## src/rtl/wb_arbiter_if.sv

```systemverilog
// ============================================================================
// Module      : wb_arbiter_if
// Description : Source-result and CDB broadcast bundle for wb_arbiter.
// Revision    : 1.0 - initial release
// ============================================================================
`default_nettype none

interface wb_arbiter_if #(
    parameter int ROB_IDX_W = 5,
    parameter int DATA_W    = 32
);
    logic                 alu_valid_i;
    logic                 mul_valid_i;
    logic                 lsu_valid_i;
    logic                 alu_ready_o;
    logic                 mul_ready_o;
    logic                 lsu_ready_o;
    logic [ROB_IDX_W-1:0] alu_rob_idx_i;
    logic [ROB_IDX_W-1:0] mul_rob_idx_i;
    logic [ROB_IDX_W-1:0] lsu_rob_idx_i;
    logic [4:0]           alu_prd_i;
    logic [4:0]           mul_prd_i;
    logic [4:0]           lsu_prd_i;
    logic [DATA_W-1:0]    alu_value_i;
    logic [DATA_W-1:0]    mul_value_i;
    logic [DATA_W-1:0]    lsu_value_i;

    logic                 cdb_valid_o;
    logic                 cdb_ready_i;
    logic [ROB_IDX_W-1:0] cdb_rob_idx_o;
    logic [4:0]           cdb_prd_o;
    logic [DATA_W-1:0]    cdb_data_o;
    logic [1:0]           cdb_src_o;
    logic                 busy_o;

    // Arbiter side: consumes source results, drives the broadcast.
    modport master (
        input  alu_valid_i, mul_valid_i, lsu_valid_i,
        output alu_ready_o, mul_ready_o, lsu_ready_o,
        input  alu_rob_idx_i, mul_rob_idx_i, lsu_rob_idx_i,
        input  alu_prd_i, mul_prd_i, lsu_prd_i,
        input  alu_value_i, mul_value_i, lsu_value_i,
        output cdb_valid_o,
        input  cdb_ready_i,
        output cdb_rob_idx_o, cdb_prd_o, cdb_data_o, cdb_src_o,
        output busy_o
    );

    modport slave (
        output alu_valid_i, mul_valid_i, lsu_valid_i,
        input  alu_ready_o, mul_ready_o, lsu_ready_o,
        output alu_rob_idx_i, mul_rob_idx_i, lsu_rob_idx_i,
        output alu_prd_i, mul_prd_i, lsu_prd_i,
        output alu_value_i, mul_value_i, lsu_value_i,
        input  cdb_valid_o,
        output cdb_ready_i,
        input  cdb_rob_idx_o, cdb_prd_o, cdb_data_o, cdb_src_o,
        input  busy_o
    );
endinterface

`default_nettype wire

```

## src/rtl/wb_arbiter.sv

```systemverilog
// ============================================================================
// Module      : wb_arbiter
// Description : Three-source writeback arbiter: per-source FIFOs feeding a
//               round-robin granted, registered CDB broadcast.
// Revision    : 1.0 - initial release
// ============================================================================
`default_nettype none

module wb_arbiter #(
    parameter int FIFO_DEPTH = 2,
    parameter int ROB_IDX_W  = 5,
    parameter int DATA_W     = 32
) (
    input  wire logic      clk_i,
    input  wire logic      reset_i,
    input  wire logic      flush_i,
    wb_arbiter_if.master   bus
);

    localparam int c_ENTRY_W = ROB_IDX_W + 5 + DATA_W;
    localparam int c_PTR_W   = $clog2(FIFO_DEPTH);
    localparam int c_CNT_W   = $clog2(FIFO_DEPTH + 1);
    localparam logic [c_CNT_W-1:0] c_DEPTH = c_CNT_W'(FIFO_DEPTH);

    localparam logic [1:0] c_SRC_ALU = 2'd0;
    localparam logic [1:0] c_SRC_MUL = 2'd1;
    localparam logic [1:0] c_SRC_LSU = 2'd2;

    logic [2:0]           w_in_valid;
    logic [2:0]           w_ready;
    logic [2:0]           w_push;
    logic [2:0]           w_pop;
    logic [2:0]           w_nonempty;
    logic [c_ENTRY_W-1:0] w_in_data [3];
    logic [c_ENTRY_W-1:0] w_head    [3];

    logic                 r_cdb_valid;
    logic [ROB_IDX_W-1:0] r_cdb_rob_idx;
    logic [4:0]           r_cdb_prd;
    logic [DATA_W-1:0]    r_cdb_data;
    logic [1:0]           r_cdb_src;
    logic [1:0]           r_rr;

    logic                 w_load;
    logic                 w_grant_valid;
    logic [1:0]           w_grant_src;
    logic [1:0]           w_cand1;
    logic [1:0]           w_cand2;
    logic [1:0]           w_next_rr;

    assign w_in_valid = {bus.lsu_valid_i, bus.mul_valid_i, bus.alu_valid_i};
    assign w_in_data[0] = {bus.alu_rob_idx_i, bus.alu_prd_i, bus.alu_value_i};
    assign w_in_data[1] = {bus.mul_rob_idx_i, bus.mul_prd_i, bus.mul_value_i};
    assign w_in_data[2] = {bus.lsu_rob_idx_i, bus.lsu_prd_i, bus.lsu_value_i};

    assign bus.alu_ready_o = w_ready[0];
    assign bus.mul_ready_o = w_ready[1];
    assign bus.lsu_ready_o = w_ready[2];

    generate
        for (genvar s = 0; s < 3; s++) begin : g_src
            logic [c_ENTRY_W-1:0] r_mem [FIFO_DEPTH];
            logic [c_PTR_W-1:0]   r_rd;
            logic [c_PTR_W-1:0]   r_wr;
            logic [c_CNT_W-1:0]   r_count;

            // Ready looks only at the stored count so it never loops back
            // through cdb_ready_i; reset forces it low.
            assign w_nonempty[s] = (r_count != '0);
            assign w_ready[s]    = !reset_i && (r_count < c_DEPTH);
            assign w_push[s]     = w_in_valid[s] && w_ready[s];
            assign w_head[s]     = r_mem[r_rd];

            always_ff @(posedge clk_i) begin
                if (w_push[s] && !flush_i) begin
                    r_mem[r_wr] <= w_in_data[s];
                end
            end

            always_ff @(posedge clk_i) begin
                if (reset_i || flush_i) begin
                    r_rd    <= '0;
                    r_wr    <= '0;
                    r_count <= '0;
                end else begin
                    if (w_push[s]) begin
                        r_wr <= r_wr + 1'b1;
                    end
                    if (w_pop[s]) begin
                        r_rd <= r_rd + 1'b1;
                    end
                    case ({w_push[s], w_pop[s]})
                        2'b10:   r_count <= r_count + 1'b1;
                        2'b01:   r_count <= r_count - 1'b1;
                        default: r_count <= r_count;
                    endcase
                end
            end
        end
    endgenerate

    assign w_load = !r_cdb_valid || bus.cdb_ready_i;

    // Search order starts at r_rr and walks ALU->MUL->LSU cyclically.
    always_comb begin
        w_cand1       = (r_rr == c_SRC_LSU) ? c_SRC_ALU : r_rr + 2'd1;
        w_cand2       = (r_rr == c_SRC_ALU) ? c_SRC_LSU : r_rr - 2'd1;
        w_grant_valid = 1'b1;
        w_grant_src   = r_rr;
        if (w_nonempty[r_rr]) begin
            w_grant_src = r_rr;
        end else if (w_nonempty[w_cand1]) begin
            w_grant_src = w_cand1;
        end else if (w_nonempty[w_cand2]) begin
            w_grant_src = w_cand2;
        end else begin
            w_grant_valid = 1'b0;
        end
    end

    assign w_next_rr = (w_grant_src == c_SRC_LSU) ? c_SRC_ALU : w_grant_src + 2'd1;
    assign w_pop     = (w_load && w_grant_valid) ? (3'b001 << w_grant_src) : 3'b000;

    always_ff @(posedge clk_i) begin
        if (reset_i) begin
            r_cdb_valid   <= 1'b0;
            r_cdb_rob_idx <= '0;
            r_cdb_prd     <= '0;
            r_cdb_data    <= '0;
            r_cdb_src     <= c_SRC_ALU;
            r_rr          <= c_SRC_ALU;
        end else if (flush_i) begin
            r_cdb_valid <= 1'b0;
            r_rr        <= c_SRC_ALU;
        end else if (w_load) begin
            if (w_grant_valid) begin
                r_cdb_valid                             <= 1'b1;
                {r_cdb_rob_idx, r_cdb_prd, r_cdb_data}  <= w_head[w_grant_src];
                r_cdb_src                               <= w_grant_src;
                r_rr                                    <= w_next_rr;
            end else begin
                r_cdb_valid <= 1'b0;
            end
        end
    end

    assign bus.cdb_valid_o   = r_cdb_valid;
    assign bus.cdb_rob_idx_o = r_cdb_rob_idx;
    assign bus.cdb_prd_o     = r_cdb_prd;
    assign bus.cdb_data_o    = r_cdb_data;
    assign bus.cdb_src_o     = r_cdb_src;
    assign bus.busy_o        = !reset_i && ((|w_nonempty) || r_cdb_valid);

endmodule

`default_nettype wire

```

## src/flat_wrapper.sv

```systemverilog
// flat-port wrapper written by rule: the top's interface ports become plain ports
module wb_arbiter_flat 
#(
    parameter int FIFO_DEPTH = 2,
    parameter int ROB_IDX_W  = 5,
    parameter int DATA_W     = 32
)
  (clk_i, reset_i, flush_i, bus_alu_valid_i, bus_mul_valid_i, bus_lsu_valid_i, bus_alu_ready_o, bus_mul_ready_o, bus_lsu_ready_o, bus_alu_rob_idx_i, bus_mul_rob_idx_i, bus_lsu_rob_idx_i, bus_alu_prd_i, bus_mul_prd_i, bus_lsu_prd_i, bus_alu_value_i, bus_mul_value_i, bus_lsu_value_i, bus_cdb_valid_o, bus_cdb_ready_i, bus_cdb_rob_idx_o, bus_cdb_prd_o, bus_cdb_data_o, bus_cdb_src_o, bus_busy_o);
  wb_arbiter_if #(.ROB_IDX_W(ROB_IDX_W), .DATA_W(DATA_W)) bus_i ();
  input  wire logic clk_i;
  input  wire logic reset_i;
  input  wire logic flush_i;
  input wire logic [$bits(bus_i.alu_valid_i)-1:0] bus_alu_valid_i;
  input wire logic [$bits(bus_i.mul_valid_i)-1:0] bus_mul_valid_i;
  input wire logic [$bits(bus_i.lsu_valid_i)-1:0] bus_lsu_valid_i;
  output wire logic [$bits(bus_i.alu_ready_o)-1:0] bus_alu_ready_o;
  output wire logic [$bits(bus_i.mul_ready_o)-1:0] bus_mul_ready_o;
  output wire logic [$bits(bus_i.lsu_ready_o)-1:0] bus_lsu_ready_o;
  input wire logic [$bits(bus_i.alu_rob_idx_i)-1:0] bus_alu_rob_idx_i;
  input wire logic [$bits(bus_i.mul_rob_idx_i)-1:0] bus_mul_rob_idx_i;
  input wire logic [$bits(bus_i.lsu_rob_idx_i)-1:0] bus_lsu_rob_idx_i;
  input wire logic [$bits(bus_i.alu_prd_i)-1:0] bus_alu_prd_i;
  input wire logic [$bits(bus_i.mul_prd_i)-1:0] bus_mul_prd_i;
  input wire logic [$bits(bus_i.lsu_prd_i)-1:0] bus_lsu_prd_i;
  input wire logic [$bits(bus_i.alu_value_i)-1:0] bus_alu_value_i;
  input wire logic [$bits(bus_i.mul_value_i)-1:0] bus_mul_value_i;
  input wire logic [$bits(bus_i.lsu_value_i)-1:0] bus_lsu_value_i;
  output wire logic [$bits(bus_i.cdb_valid_o)-1:0] bus_cdb_valid_o;
  input wire logic [$bits(bus_i.cdb_ready_i)-1:0] bus_cdb_ready_i;
  output wire logic [$bits(bus_i.cdb_rob_idx_o)-1:0] bus_cdb_rob_idx_o;
  output wire logic [$bits(bus_i.cdb_prd_o)-1:0] bus_cdb_prd_o;
  output wire logic [$bits(bus_i.cdb_data_o)-1:0] bus_cdb_data_o;
  output wire logic [$bits(bus_i.cdb_src_o)-1:0] bus_cdb_src_o;
  output wire logic [$bits(bus_i.busy_o)-1:0] bus_busy_o;
  assign bus_i.alu_valid_i = bus_alu_valid_i;
  assign bus_i.mul_valid_i = bus_mul_valid_i;
  assign bus_i.lsu_valid_i = bus_lsu_valid_i;
  assign bus_alu_ready_o = bus_i.alu_ready_o;
  assign bus_mul_ready_o = bus_i.mul_ready_o;
  assign bus_lsu_ready_o = bus_i.lsu_ready_o;
  assign bus_i.alu_rob_idx_i = bus_alu_rob_idx_i;
  assign bus_i.mul_rob_idx_i = bus_mul_rob_idx_i;
  assign bus_i.lsu_rob_idx_i = bus_lsu_rob_idx_i;
  assign bus_i.alu_prd_i = bus_alu_prd_i;
  assign bus_i.mul_prd_i = bus_mul_prd_i;
  assign bus_i.lsu_prd_i = bus_lsu_prd_i;
  assign bus_i.alu_value_i = bus_alu_value_i;
  assign bus_i.mul_value_i = bus_mul_value_i;
  assign bus_i.lsu_value_i = bus_lsu_value_i;
  assign bus_cdb_valid_o = bus_i.cdb_valid_o;
  assign bus_i.cdb_ready_i = bus_cdb_ready_i;
  assign bus_cdb_rob_idx_o = bus_i.cdb_rob_idx_o;
  assign bus_cdb_prd_o = bus_i.cdb_prd_o;
  assign bus_cdb_data_o = bus_i.cdb_data_o;
  assign bus_cdb_src_o = bus_i.cdb_src_o;
  assign bus_busy_o = bus_i.busy_o;
  wb_arbiter #(.FIFO_DEPTH(FIFO_DEPTH), .ROB_IDX_W(ROB_IDX_W), .DATA_W(DATA_W)) u_core (.clk_i(clk_i), .reset_i(reset_i), .flush_i(flush_i), .bus(bus_i));
endmodule
```

## config.mk

```make
export PLATFORM = sky130hd
export DESIGN_NAME = wb_arbiter_flat
export DESIGN_NICKNAME = d
export VERILOG_FILES = /design/src/rtl/wb_arbiter_if.sv /design/src/rtl/wb_arbiter.sv /design/src/flat_wrapper.sv
export SDC_FILE = /design/constraint.sdc
export NUM_CORES = 1
export LEC_CHECK = 0
export CAP_MARGIN = 10
export CORE_MARGIN = 3
export CORE_UTILIZATION = 25
export DETAILED_ROUTE_END_ITERATION = 16
export GPL_ROUTABILITY_DRIVEN = 1
export PLACE_DENSITY = 0.39
export SLEW_MARGIN = 40
export SYNTH_ARGS = -nofsm -noshare
export SYNTH_HDL_FRONTEND = slang
export SYNTH_SLANG_ARGS = --single-unit
```

## constraint.sdc

```tcl
create_clock -name clk_i -period 14.2 [get_ports clk_i]
set_clock_uncertainty 0.1 [all_clocks]
set_input_delay 2.84 -clock clk_i [delete_from_list [all_inputs] [get_ports clk_i]]
set_output_delay 2.84 -clock clk_i [all_outputs]
set_load 0.03 [all_outputs]
```

==> run_results.csv <==
group,metric,value,unit
run_status,status,"finished clean",
drt,avgRoutedWirePerCell,21.18,um
logic_synthesis,ys_async_sr_fraction,0,%
cells_and_area,drive_gt1_share,11.75,%
grt,grt_overflow,0,
clock_tree,htreeDepth,2,
setup_path,cp_max_fo,51,
power_and_ir_drop,p_seq_share,40.1,%
grt,grt_max_degree,52,
drt,via_count,7044,
power_and_ir_drop,finalPower,2.879,mW
placement,dp_hpwl,20730,um
cells_and_area,stdcell_count,1586,
logic_synthesis,ys_ff_latch,314,
placement,place_inst,1513,
logic_synthesis,ys_seq_area_share,71.94,%
grt,grt_pass1_vias,7368,
timing,rsz0062_at_grt,"no",
setup_path,crit_arrival,4.19,ns
floorplan,dieArea,51670,um^2
logic_synthesis,synth-edff-count,252,
cells_and_area,nFillCells,4667,
setup_path,crit_path_start_kind,"input port",
drt,drt_iter0_drc,276,
floorplan,coreArea,48050,um^2
floorplan,die_y,227.3,um
logic_synthesis,synth_area_per_cell,16.61,um^2
power_and_ir_drop,powerDensity,178.0,nW/um^2
floorplan,core.rowCount,80,
power_and_ir_drop,p_comb_share,26.7,%
power_and_ir_drop,peakVddDrop,0.09134,mV
grt,grt-busiest-layer,"met2",
power_and_ir_drop,internal_power,1.991,mW
logic_synthesis,synthDistinctLibCells,41,
timing,finalSetupViolCount,0,
setup_path,required,11.26,ns
logic_synthesis,yosysWarnings,0,
grt,grt_pass1_wl,48440,um
grt,grt_util_met3,2.734,%
power_and_ir_drop,leakagePower,5.099,nW
placement,gp_congestion,0.7037,
drt,ant_nets,0,
power_and_ir_drop,switchingPower,0.8882,mW
drt,drc,0,
timing,post-route-period-util,50.22,%
setup_path,end_kind,"primary output",
clock_tree,cts_made_buffers,39,
timing,fin_tns_setup,0,ns
logic_synthesis,synth_area,12240,um^2
timing,min_period,7.132,ns
drt,dr.pass1.iters,6,
grt,use_met2,22.39,%
clock_tree,clk_path_buf_depth,3,
placement,port_buffers,181,
clock_tree,cts_resized,0,
clock_tree,clk_pin_slew,0.05,ns
floorplan,io_pins,182,
timing,final-hold-violation-count,0,
power_and_ir_drop,pwr-share-clk,33.1,%
clock_tree,cts_sinks,314,
hold_path,hp-class,"flip-flop to flip-flop",
logic_synthesis,ys.flop_type,"edfxtp_1",
drt,vias_per_cell,4.441,
cells_and_area,synthToLayoutAreaGrowth,32.09,%
run,cap_violations,0,
power_and_ir_drop,swShare,30.85,%
clock_tree,cts_hold_buf,0,
clock_tree,cts_root_buffer,"clkbuf_16",
cells_and_area,layout_commonest_cell,"edfxtp_1",
setup_path,critPathKind,"input port to primary output",
timing,relSlewSlack,48.29,%
floorplan,die_w,227.3,um
clock_tree,clock_latency,0.54,ns
logic_synthesis,syn_inst,737,
grt,grt_usage,12.97,%
clock_tree,tritoncts,"built",
clock_tree,postCtsSetupBuffers,0,
timing,fmax,140.2,MHz
cells_and_area,fin_nets,1079,
timing,slew_viol_final,0,
logic_synthesis,syn-num-nets,877,
grt,antenna_found_initial,3,
drt,routed_wl,33600,um
floorplan,initial_core_util,25.48,%
cells_and_area,final_cell_mix,"edfxtp_1 (252), clkdlybuf4s50_1 (180), mux2i_1 (128), dfxtp_1 (59)",
grt,met1_usage,16.23,%
timing,worstMarginPinSlew,0.7757,ns
## kinds of logic (layout without fill, tap and decap cells)
| family | Yosys count | in the layout | synth area share, % |
|---|---|---|---|
| xor+xnor | 9 | 9 | 0.6438 |
| simple gates | 113 | 113 | 5.549 |
| mux | 170 | 170 | 14.33 |
| fa+ha+maj | 7 | 7 | 0.7153 |
| compound gates | 81 | 81 | 5.385 |
| other cells | 0 | 1 | 0 |
| flops | 314 | 314 | 71.94 |
| buf+inv | 43 | 276 | 1.441 |
## power groups by stage
stage | sequential (mW) | combinational [mW] | clock [mW]
6_report | 1.16 | 0.770 | 0.954
3_5_place_dp | 1.18 | 0.783 | 0
4_1_cts | 1.16 | 0.786 | 0.991
3_3_place_gp | 1.21 | 0.750 | 0
5_1_grt | 1.17 | 0.829 | 1.03
2_1_floorplan | 1.24 | 0.387 | 0
## worst max-delay path, stage by stage
cell	delay [ns]
buf_2	0.09
buf_4	0.32
a31oi_1	0.24
clkdlybuf4s50_1	0.70
## area by class of cell
| type | count | area (um^2) | area share, % |
|---|---|---|---|
| clock buffers | 54 | 1104 | 6.823 |
| inverters | 3 | 11.26 | 0.06963 |
| clock inverters | 18 | 148.9 | 0.9206 |
| flip-flops and latches | 314 | 8820 | 54.53 |
| well taps | 615 | 769.5 | 4.758 |
| repair buffers | 201 | 2014 | 12.46 |
| diodes | 1 | 2.502 | 0.01547 |
| multi-input cells | 380 | 3303 | 20.42 |
## metal layers
metal / routed length (um) / vias up
met3: 1480 / 54
li1: - / 3323
met2: 16730 / 165
met5: 23 / -
met1: 14660 / 3498
met4: 701 / 4
## synth_stat cells, drive strengths merged (3+ instances only)
library cell,count,area (um^2)
or2,5,31.28
dfxtp,62,1241
xor2,6,52.55
nand4,4,25.02
nor3,11,55.05
mux2,42,473.0
o21ai,12,60.06
or3,6,37.54
nand3,3,15.01
nand2b,5,31.28
clkbuf,36,135.1
xnor2,3,26.28
nand3b,42,315.3
nor3b,3,22.52
mux2i,128,1281
nor2,22,85.09
buf,4,30.03
edfxtp,252,7567
nand2,8,30.03
o221ai,42,367.9
ha,7,87.58
a21oi,11,55.05
inv,3,11.26
## final timing paths
check / depth (start not counted) / slack (ns) / start / endpoint
worst min-delay path: 2 / 0.37 / u_core.g_src[2].r_rd / flip-flop
worst min register to register: 2 / 0.37 / u_core.g_src[2].r_rd / flip-flop
worst max register to register: 11 / 10.23 / u_core.r_rr[0] / u_core.g_src[2].r_count[1]
worst max-delay path: 4 / 7.07 / reset_i / bus_busy_o
## stage by stage
step | cell area [um^2] | utilization (%) | hold WS [ns] | setup slack, ns
6_report | 16170 | 33.66 | 0.3681 | 7.068
2_1_floorplan | 12240 | - | 0.3523 | 6.951
3_3_place_gp | 14830 | 30.87 | 0.3599 | 7.072
4_1_cts | 16170 | 33.66 | 0.3666 | 7.036
3_5_place_dp | 14920 | 31.05 | 0.3580 | 7.032
5_1_grt | 16170 | 33.66 | 0.3941 | 6.972
## registers in the layout (all words and copies together), names as in the netlist, named ones only
name and count:
u_core.r_rr 2, u_core.g_src.r_wr 3, u_core.bus.cdb_valid_o 1, u_core.bus.cdb_rob_idx_o 5, u_core.bus.cdb_data_o 32, u_core.g_src.r_mem 252
u_core.bus.cdb_prd_o 5, u_core.bus.cdb_src_o 2, u_core.g_src.r_count 6, u_core.g_src.r_rd 3
Note: power is estimated with default switching activity, not from simulation.
